--- config.mk ---
export PLATFORM = sky130hd
export DESIGN_NAME = regfile_sb_flat
export DESIGN_NICKNAME = d
export VERILOG_FILES = /design/src/rtl/regfile_sb_if.sv /design/src/rtl/regfile_sb.sv /design/src/flat_wrapper.sv
export SDC_FILE = /design/constraint.sdc
export NUM_CORES = 2
export LEC_CHECK = 0
export BUFFER_PORTS_ARGS = -buffer_cell sky130_fd_sc_hd__buf_2
export CAP_MARGIN = 20
export CORE_MARGIN = 5
export CORE_UTILIZATION = 43
export DETAILED_ROUTE_END_ITERATION = 10
export GPL_TIMING_DRIVEN = 0
export SETUP_SLACK_MARGIN = 0.05
export SLEW_MARGIN = 10
export SYNTH_ARGS = -nofsm -noshare
export SYNTH_HDL_FRONTEND = slang
export SYNTH_SLANG_ARGS = --single-unit
--- constraint.sdc ---
create_clock -name clk -period 5.1 [get_ports clk]
set_clock_uncertainty 0.2 [all_clocks]
set_input_delay 0 -clock clk [delete_from_list [all_inputs] [get_ports clk]]
set_output_delay 0 -clock clk [all_outputs]
set_load 0.05 [all_outputs]
--- src/rtl/regfile_sb_if.sv ---
// Decode-stage bus of the register file: read ports, write-back, allocation and hazard status.
// The master drives addresses and write-back; the slave (register file) returns data and busy state.
interface regfile_sb_if #(
   parameter int DATA_W = 32,
   parameter int ADDR_W = 5,
   parameter int NUM_RD = 2
);
   logic [NUM_RD*ADDR_W-1:0] rd_addr;
   logic [NUM_RD*DATA_W-1:0] rd_data;
   logic [NUM_RD-1:0]        rd_busy;
   logic                     hazard;
   logic                     wr_en;
   logic [ADDR_W-1:0]        wr_addr;
   logic [DATA_W-1:0]        wr_data;
   logic                     alloc_en;
   logic [ADDR_W-1:0]        alloc_addr;
   logic                     flush;
   logic [ADDR_W:0]          busy_count;

   modport master (
      output rd_addr, wr_en, wr_addr, wr_data, alloc_en, alloc_addr, flush,
      input  rd_data, rd_busy, hazard, busy_count
   );

   modport slave (
      input  rd_addr, wr_en, wr_addr, wr_data, alloc_en, alloc_addr, flush,
      output rd_data, rd_busy, hazard, busy_count
   );
endinterface

--- src/rtl/regfile_sb.sv ---
// Register file with per-register busy scoreboard for RAW hazard detection in decode.
// Reads are combinational with optional write forwarding; writes, busy bits and busy count are clocked.
module regfile_sb #(
   parameter int DATA_W   = 32,
   parameter int ADDR_W   = 5,
   parameter int NUM_RD   = 2,
   parameter int ZERO_REG = 1,
   parameter int BYPASS   = 1
) (
   input logic         clk,
   input logic         reset,
   regfile_sb_if.slave bus
);
   localparam int DEPTH = 1 << ADDR_W;

   logic [DATA_W-1:0] regs_q [DEPTH];
   logic [DATA_W-1:0] regs_d [DEPTH];
   logic [DEPTH-1:0]  busy_q;
   logic [DEPTH-1:0]  busy_d;
   logic [ADDR_W:0]   busy_count_q;
   logic [ADDR_W:0]   busy_count_d;

   logic [NUM_RD*DATA_W-1:0] rd_data;
   logic [NUM_RD-1:0]        rd_busy;
   logic                     wr_kept;

   function automatic logic [ADDR_W:0] popcount(input logic [DEPTH-1:0] v);
      logic [ADDR_W:0] n;
      n = '0;
      for (int i = 0; i < DEPTH; i++) begin
         n = n + {{ADDR_W{1'b0}}, v[i]};
      end
      return n;
   endfunction

   // Write-back into storage; writes to the hardwired zero register are dropped.
   always_comb begin
      regs_d  = regs_q;
      wr_kept = bus.wr_en && !((ZERO_REG != 0) && (bus.wr_addr == '0));
      if (wr_kept) begin
         regs_d[bus.wr_addr] = bus.wr_data;
      end else begin
         regs_d = regs_q;
      end
   end

   // Scoreboard update: applying the alloc after the write-back clear lets alloc win on the same address.
   always_comb begin
      busy_d = busy_q;
      if (bus.flush) begin
         busy_d = '0;
      end else begin
         if (bus.wr_en) begin
            busy_d[bus.wr_addr] = 1'b0;
         end else begin
            busy_d = busy_q;
         end
         if (bus.alloc_en) begin
            busy_d[bus.alloc_addr] = 1'b1;
         end else begin
            busy_d = busy_d;
         end
      end
      if (ZERO_REG != 0) begin
         busy_d[0] = 1'b0;
      end else begin
         busy_d = busy_d;
      end
      busy_count_d = popcount(busy_d);
   end

   // State registers.
   always_ff @(posedge clk or negedge reset) begin
      if (!reset) begin
         for (int i = 0; i < DEPTH; i++) begin
            regs_q[i] <= '0;
         end
         busy_q       <= '0;
         busy_count_q <= '0;
      end else begin
         regs_q       <= regs_d;
         busy_q       <= busy_d;
         busy_count_q <= busy_count_d;
      end
   end

   // Read ports; forwarding is suppressed while reset is held so outputs stay at zero.
   always_comb begin
      rd_data = '0;
      rd_busy = '0;
      for (int p = 0; p < NUM_RD; p++) begin
         logic [ADDR_W-1:0] ra;
         logic              fwd;
         ra  = bus.rd_addr[p*ADDR_W +: ADDR_W];
         fwd = (BYPASS != 0) && reset && bus.wr_en && (bus.wr_addr == ra);
         if ((ZERO_REG != 0) && (ra == '0)) begin
            rd_data[p*DATA_W +: DATA_W] = '0;
            rd_busy[p]                  = 1'b0;
         end else if (fwd) begin
            rd_data[p*DATA_W +: DATA_W] = bus.wr_data;
            rd_busy[p]                  = 1'b0;
         end else begin
            rd_data[p*DATA_W +: DATA_W] = regs_q[ra];
            rd_busy[p]                  = busy_q[ra];
         end
      end
   end

   assign bus.rd_data    = rd_data;
   assign bus.rd_busy    = rd_busy;
   assign bus.hazard     = |rd_busy;
   assign bus.busy_count = busy_count_q;
endmodule

--- src/flat_wrapper.sv ---
// flat-port wrapper written by rule: the top's interface ports become plain ports
module regfile_sb_flat 
#(
   parameter int DATA_W   = 32,
   parameter int ADDR_W   = 5,
   parameter int NUM_RD   = 2,
   parameter int ZERO_REG = 1,
   parameter int BYPASS   = 1
)
  (clk, reset, bus_rd_addr, bus_wr_en, bus_wr_addr, bus_wr_data, bus_alloc_en, bus_alloc_addr, bus_flush, bus_rd_data, bus_rd_busy, bus_hazard, bus_busy_count);
  regfile_sb_if #(.DATA_W(DATA_W), .ADDR_W(ADDR_W), .NUM_RD(NUM_RD)) bus_i ();
  input logic clk;
  input logic reset;
  input wire logic [$bits(bus_i.rd_addr)-1:0] bus_rd_addr;
  input wire logic [$bits(bus_i.wr_en)-1:0] bus_wr_en;
  input wire logic [$bits(bus_i.wr_addr)-1:0] bus_wr_addr;
  input wire logic [$bits(bus_i.wr_data)-1:0] bus_wr_data;
  input wire logic [$bits(bus_i.alloc_en)-1:0] bus_alloc_en;
  input wire logic [$bits(bus_i.alloc_addr)-1:0] bus_alloc_addr;
  input wire logic [$bits(bus_i.flush)-1:0] bus_flush;
  output wire logic [$bits(bus_i.rd_data)-1:0] bus_rd_data;
  output wire logic [$bits(bus_i.rd_busy)-1:0] bus_rd_busy;
  output wire logic [$bits(bus_i.hazard)-1:0] bus_hazard;
  output wire logic [$bits(bus_i.busy_count)-1:0] bus_busy_count;
  assign bus_i.rd_addr = bus_rd_addr;
  assign bus_i.wr_en = bus_wr_en;
  assign bus_i.wr_addr = bus_wr_addr;
  assign bus_i.wr_data = bus_wr_data;
  assign bus_i.alloc_en = bus_alloc_en;
  assign bus_i.alloc_addr = bus_alloc_addr;
  assign bus_i.flush = bus_flush;
  assign bus_rd_data = bus_i.rd_data;
  assign bus_rd_busy = bus_i.rd_busy;
  assign bus_hazard = bus_i.hazard;
  assign bus_busy_count = bus_i.busy_count;
  regfile_sb #(.DATA_W(DATA_W), .ADDR_W(ADDR_W), .NUM_RD(NUM_RD), .ZERO_REG(ZERO_REG), .BYPASS(BYPASS)) u_core (.clk(clk), .reset(reset), .bus(bus_i));
endmodule
# [After elaboration in Yosys (flattened, before gate mapping)]
# Cells that the tools add are included.
# Widths: inputs -> output; s select.
[totals] regBits=1061 input_bits=57 elab_cells=123
[classes] addsub=30 n_lt_le_gt_ge=10 n_eq_ne=2 n_mux=29 bitwise=6 n_reduce_logical=12
[ops] cell="$bwmux 1024" count=1
[ops] cell="$mux 32" count=13
[ops] cell="$bmux 32 s5" count=2
[ops] cell="$add 6x1->6" count=29
[ops] cell="$demux 32 s5" count=1
[ops] cell="$and 32x32->32" count=1
[ops] cell="$not 32->32" count=1
[ops] cell="$or 32x32->32" count=1
[ops] cell="$lt 5x6->1 const B" count=4
[ops] cell="$ge 6x6->1 const B" count=3
[ops] cell="$not 5->6" count=3
[ops] cell="$logic_not 5->1" count=3
[ops] cell="$bmux 1 s5" count=2
[ops] cell="$demux 1 s5" count=2
[ops] cell="$eq 5x5->1" count=2
[ops] cell="$ge 5x1->1 const B" count=2
[ops] cell="$mux 1" count=8
[ops] cell="$logic_and 1x1->1" count=7
[ops] cell="$lt 6x1->1 const B" count=1
[ops] cell="$add 1x1->2" count=1
[ops] cell="$reduce_or 2->1" count=1
[ops] cell="$logic_not 1->1" count=1

# [Longest topological paths before layout]
[logic_depth] ltp_word=41 ltp_mapped=24

# [Least setup slack after synthesis]
# OpenSTA, ideal clock, no wires.
[synth_timing] kind="input -> register" from="input port bus_wr_en" to="register u_core.busy_count_q[4] (netlist: u_core.bus.busy_count[4])" setup_time_ns=0.080 arrival_ns=5.333 required_time_ns=4.820 slack_ns=-0.513 cell_stages=21 n_path_buf=3 cell_sequence="clkbuf_1 > and3b_1 > clkbuf_1 > nand2_1 > buf_1 > a22oi_1 > nor2_1 > ha_1 > inv_1 > fa_1 > fa_1 > fa_1 > fa_1 > fa_1 > inv_1 > fa_1 > ha_1 > fa_1 > a21o_1 > a21oi_1 > xnor2_1"
[synth_between] elab_chain_len=35
[synth_lines] item="start: declaration" line_no="flat_wrapper.sv:15" source="input wire logic [$bits(bus_i.wr_en)-1:0] bus_wr_en;"
[synth_lines] item="$mux 32 *" line_no="regfile_sb.sv:53" source="if (bus.wr_en) begin"
[synth_lines] item="$mux 32 *" line_no="regfile_sb.sv:50" source="if (bus.flush) begin"
[synth_lines] item="$or 32x32->32 (no line)"
[synth_lines] item="$mux 32 *" line_no="regfile_sb.sv:58" source="if (bus.alloc_en) begin"
[synth_lines] item="$mux 32 *" line_no="regfile_sb.sv:50"
[synth_lines] item="net u_core.busy_d[2]" line_no="regfile_sb.sv:19" source="logic [DEPTH-1:0] busy_d;"
[synth_lines] item="$add 1x1->2 *" line_no="regfile_sb.sv:31" source="n = n + {{ADDR_W{1'b0}}, v[i]};"
[synth_lines] item="$add 6x1->6 * (29 in a row)" line_no="regfile_sb.sv:31"
[synth_lines] item="net u_core.busy_count_d[4]" line_no="regfile_sb.sv:21" source="logic [ADDR_W:0] busy_count_d;"
[synth_lines] item="end signal: assignment" line_no="regfile_sb.sv:83" source="busy_count_q <= busy_count_d;"
[synth_lines] item="end: declaration" line_no="regfile_sb.sv:20" source="logic [ADDR_W:0] busy_count_q;"
# Mark *: on every way through the listed nets, which the timed path passes. The rest lies on a longest branch. The select of a mux whose other input is x is not followed.
# A chain may end at the register's enable or synchronous reset.

# [Final worst setup path]
[layout_timing] from="input port bus_wr_addr[4]" to="register u_core.busy_count_q[4] (netlist: u_core.bus.busy_count[4])"
[layout_between] elab_chain_len=41 elab_cells_between_ends=42 classes_between="add/sub: 30; order compare: 2; mux: 6; bitwise: 3; reduce/logical: 1"
[layout_lines] item="start: declaration" line_no="flat_wrapper.sv:16" source="input wire logic [$bits(bus_i.wr_addr)-1:0] bus_wr_addr;"
[layout_lines] item="$lt 5x6->1 (implied by the code) / $ge 5x1->1 (equally long branches)" line_no="regfile_sb.sv:54" source="busy_d[bus.wr_addr] = 1'b0;"
[layout_lines] item="$logic_and 1x1->1 (implied by the code)" line_no="regfile_sb.sv:54"
[layout_lines] item="$mux 1 (implied by the code)" line_no="regfile_sb.sv:54"
[layout_lines] item="$demux 1 s5 *"
[layout_lines] item="$not 32->32 (no line) *"
[layout_lines] item="$and 32x32->32 (no line) *"
[layout_lines] item="$mux 32 *" line_no="regfile_sb.sv:53"
[layout_lines] item="$mux 32 *" line_no="regfile_sb.sv:50"
[layout_lines] item="$or 32x32->32 (no line)"
[layout_lines] item="$mux 32 *" line_no="regfile_sb.sv:58"
[layout_lines] item="$mux 32 *" line_no="regfile_sb.sv:50"
[layout_lines] item="$add 1x1->2" line_no="regfile_sb.sv:31"
[layout_lines] item="$add 6x1->6 (28 in a row)" line_no="regfile_sb.sv:31"
[layout_lines] item="$add 6x1->6 *" line_no="regfile_sb.sv:31"
[layout_lines] item="net u_core.busy_count_d[4]" line_no="regfile_sb.sv:21"
# Marked as above.

==> qor.csv <==
stage,metric,value,unit
clock_tree,htree_levels,3,
sta,worstMarginPinSlew,1.399,ns
pwr,p_int,18.15,mW
placement,place_ws,-1.133,ns
worst_setup_path,path_max_fanout,10,
global_route,grt_use_total,35.82,%
floorplan,die_w,378.7,µm
final_layout,final_cell_mix,"dfrtp_1 (1061), mux2_2 (989), mux4_2 (408), mux2i_1 (234), buf_2 (229)",
synthesis,yosysSeqAreaShare,45.42,%
pwr,power_frac_clock,34.8,%
sta,setup_viol,1,
sta,setup_ws,-0.1148,ns
routing,wl_met2,107.2,mm
status,violations,"hold timing, setup timing",
synthesis,synth_compound_area_share,5.894,%
clock_tree,worstSkewPairLatency,0.78,ns
synthesis,synth_nets,4232,
synthesis,synthCells,4143,
routing,wirelength_met1,97.50,mm
worst_hold_path,min_path_type,input pin to flip-flop,
synthesis,synth_edf_count,0,
sta,grt_setup_unrepaired,true,
synthesis,synthMuxAreaShare,39.63,%
synthesis,synthXorXnorAreaFrac,0.1948,%
worst_setup_path,path_cells,"buf_2, nand4bb_1, nor2_1, nand2_1, buf_6, nand2_1, a21o_1, fa_1, fa_1, fa_1, fa_1, fa_1, inv_1, fa_2, ha_4, fa_2, a21o_1, a21oi_2, xnor2_1",
placement,gp_congestion,1.018,
worst_hold_path,min_to,u_core.regs_q[865],
final_layout,final_common_cell,dfrtp_1,
sta,fin_crit,5.215,ns
pwr,p_sw_share,30.46,%
synthesis,synthArstFlopShare,100.0,%
synthesis,synth.distinct_cells,72,
pwr,comb_power_share,22.5,%
sta,slew_headroom,6.387,%
pwr,total_power,26.10,mW
routing,highest_layer,met5,
synthesis,synth-simple-area-share,3.279,%
final_layout,drive_gt1_share,43.38,%
worst_setup_path,r2r_start,u_core.busy_q[1],
synthesis,synth.avg_cell_area,14.11,µm²
routing,vias,44720,
placement,place_hpwl,177.3,mm
worst_setup_path,cp.required,5.60,ns
final_layout,finish.utilization,49.89,%
global_route,grt_max_degree,142,
pwr,p_leak,29.47,nW
worst_setup_path,path_delay_family,adder cells,
floorplan,coreArea,135300,µm²
synthesis,synth-seq-cells,1061,
floorplan,rows,135,
sta,hold_viol,1,
synthesis,synth_top_family_by_area,multiplexers,
final_layout,nets,4631,
clock_tree,cts_buffers,119,
worst_setup_path,critPathArrivalTime,5.72,ns
sta,timing.hold.ws,-0.01300,ns
floorplan,die_area,143400,µm²
placement,port_buffers,117,
routing,firstDrtPassIters,7,
sta,report.final.slew_viol_count,0,
routing,ant_nets,0,
worst_setup_path,cp-end-kind,flip-flop,
worst_hold_path,min_from,bus_wr_data[1],
worst_setup_path,slowest_delay,0.53,ns
pwr,power.density,386.7,nW/µm²
clock_tree,clockBufferDepth,3,
worst_setup_path,rrSetupSlack,-0.11,ns
clock_tree,cts_tree,built,
routing,drtIter0Drc,6969,
floorplan,initial_core_util,43.21,%
routing,wirelength,259.3,mm
clock_tree,clock-sinks,1061,
synthesis,synthAdderAreaFrac,0.9802,%
worst_setup_path,critPathLaunchType,input pin,
routing,wl_met3,36.15,mm
synthesis,synth_ff_type,dfrtp_1,
clock_tree,clk_pin_slew,0.07,ns
floorplan,die_h,378.7,µm
worst_setup_path,crit_start,bus_wr_addr[4],
global_route,grt_pass1_vias,44040,
pwr,irDropWorstVdd,0.0003378,V
sta,period_share,102.3,%
final_layout,area_delta_synth_final,15.47,%
sta,max_clock_freq,191.8,MHz
job,maxCapViolCount,0,
routing,vias_per_cell,6.949,
global_route,grt_overflow,0,
global_route,grt_first_pass_wirelength,355.0,mm
status,status,"complete, but fails checks",
worst_setup_path,crit_top_cell,fa_1,
routing,route.detailed.drc,0,
routing,wl_per_cell,40.30,µm
worst_setup_path,reg2reg_depth,16,
worst_setup_path,crit_buf_inv,3,
clock_tree,cts_root_buffer,clkbuf_16,
synthesis,synthesis.area,58460,µm²
pwr,seqPwrFrac,42.7,%
global_route,antenna_found_initial,20,
worst_hold_path,hold-path-cell-count,3,
synthesis,yosys_warnings,0,
pwr,power_switching,7.949,mW
worst_setup_path,worstSetupPathType,input pin to flip-flop,
worst_setup_path,critPathSlowestCell,fa_1,
worst_setup_path,r2r_end,u_core.bus.busy_count[4],
floorplan,pin_count,130,
==> flip-flops by register name, summed over array words and instances (netlist names) <==
name                   flops
u_core.busy_q             31
u_core.bus.busy_count      6
u_core.regs_q           1024
==> layer usage <==
metal	vias to the layer above	GRT usage, %
met5	-	1.544
met4	20	20.09
met3	872	16.09
met2	3377	50.16
met1	23730	46.00
li1	16720	-
==> area by class of cell <==
cell class | count | area (µm²)
fillers | 11660 | 67800
clock buffers | 179 | 3577
flip-flops and latches | 1061 | 26550
diodes | 9 | 22.52
clock inverters | 45 | 493.0
multi-input cells | 2578 | 29350
inverters | 50 | 187.7
well taps | 1781 | 2228
plain buffers | 453 | 2582
repair buffers | 279 | 2509
==> synthesized netlist by cell type, drive strengths merged, types with 6 or more instances <==
cell type	number	area, µm²
a211oi	22	165.2
nor3	36	180.2
nor3b	9	72.57
nor2	93	356.6
mux2i	234	2342
mux2	1017	11450
mux4	415	9373
a21o	23	172.7
dfrtp	1061	26550
and3b	6	52.55
a21oi	24	120.1
a22o	18	157.7
xnor2	8	70.07
a221o	17	170.2
fa	23	460.4
a22oi	39	292.8
nor4	14	117.6
a32oi	8	70.07
nor2b	25	156.4
ha	9	112.6
a32o	13	130.1
nand3	55	275.3
clkbuf	216	810.8
nand4	10	62.56
a221oi	64	573.1
inv	49	183.9
nand2	101	381.6
a31oi	9	56.30
o22a	8	70.07
o2111ai	9	78.83
o21ai	101	505.5
buf	238	1695
o211ai	19	142.6
nand3b	8	60.06
nand2b	13	81.33
o22ai	79	494.2
==> cells by family after synthesis <==
kind of cell,after synthesis
mux,1666
buf+inv,504
xor+xnor,13
compound gates,480
flops,1061
simple gates,387
fa+ha+maj,32
==> tightest hold or removal path: cells and delay by family <==
| family | cells | cell delay, ns |
|---|---|---|
| buf+inv | 2 | 0.78 |
| mux | 1 | 0.18 |
==> repair_timing <==
| item | in CTS | in global routing |
|---|---|---|
| setup endpoints to repair | 5 | 5 |
| hold buffers | 124 | 5 |
| endpoints found under the hold margin | 1590 | 12 |
| gates resized for setup | 10 | 12 |
| buffers inserted | 2 | 0 |
==> through the flow <==
stage / area (µm²) / hold slack [ns] / cells / setup TNS (ns)
4_1_cts: 67310 / 0.0001020 / 6416 / -0.1192
3_3_place_gp: 61370 / 0.1122 / 6041 / -
6_report: 67500 / -0.01300 / 6435 / -0.1148
2_1_floorplan: 58560 / -0.4956 / 4143 / -0.1313
3_5_place_dp: 61860 / -0.1593 / 6066 / -5.004
5_1_grt: 67480 / 0.03376 / 6428 / -0.3790
==> how the worst max path moves through the flow <==
| stage | end | slack (ns) | cells after the start |
|---|---|---|---|
| floorplan | u_core.bus.busy_count[4] | -0.13 | 20 |
| global placement | u_core.regs_q[903] | -20.27 | 1 |
| detailed placement | u_core.bus.busy_count[4] | -1.13 | 21 |
| CTS | u_core.bus.busy_count[4] | -0.12 | 16 |
| global route | u_core.bus.busy_count[4] | -0.23 | 16 |
| finish | u_core.bus.busy_count[4] | -0.11 | 19 |
==> power by group through the flow <==
| stage | clock network [mW] | logic [mW] | registers (mW) |
|---|---|---|---|
| after floorplan | 0 | 4.01 | 10.8 |
| after global placement | 0 | 5.50 | 11.1 |
| after detailed placement | 0 | 5.63 | 11.2 |
| after CTS | 9.08 | 5.72 | 11.1 |
| after global routing | 9.42 | 6.11 | 11.3 |
| final | 9.09 | 5.87 | 11.1 |
Note: power is estimated with default switching activity, not from simulation.
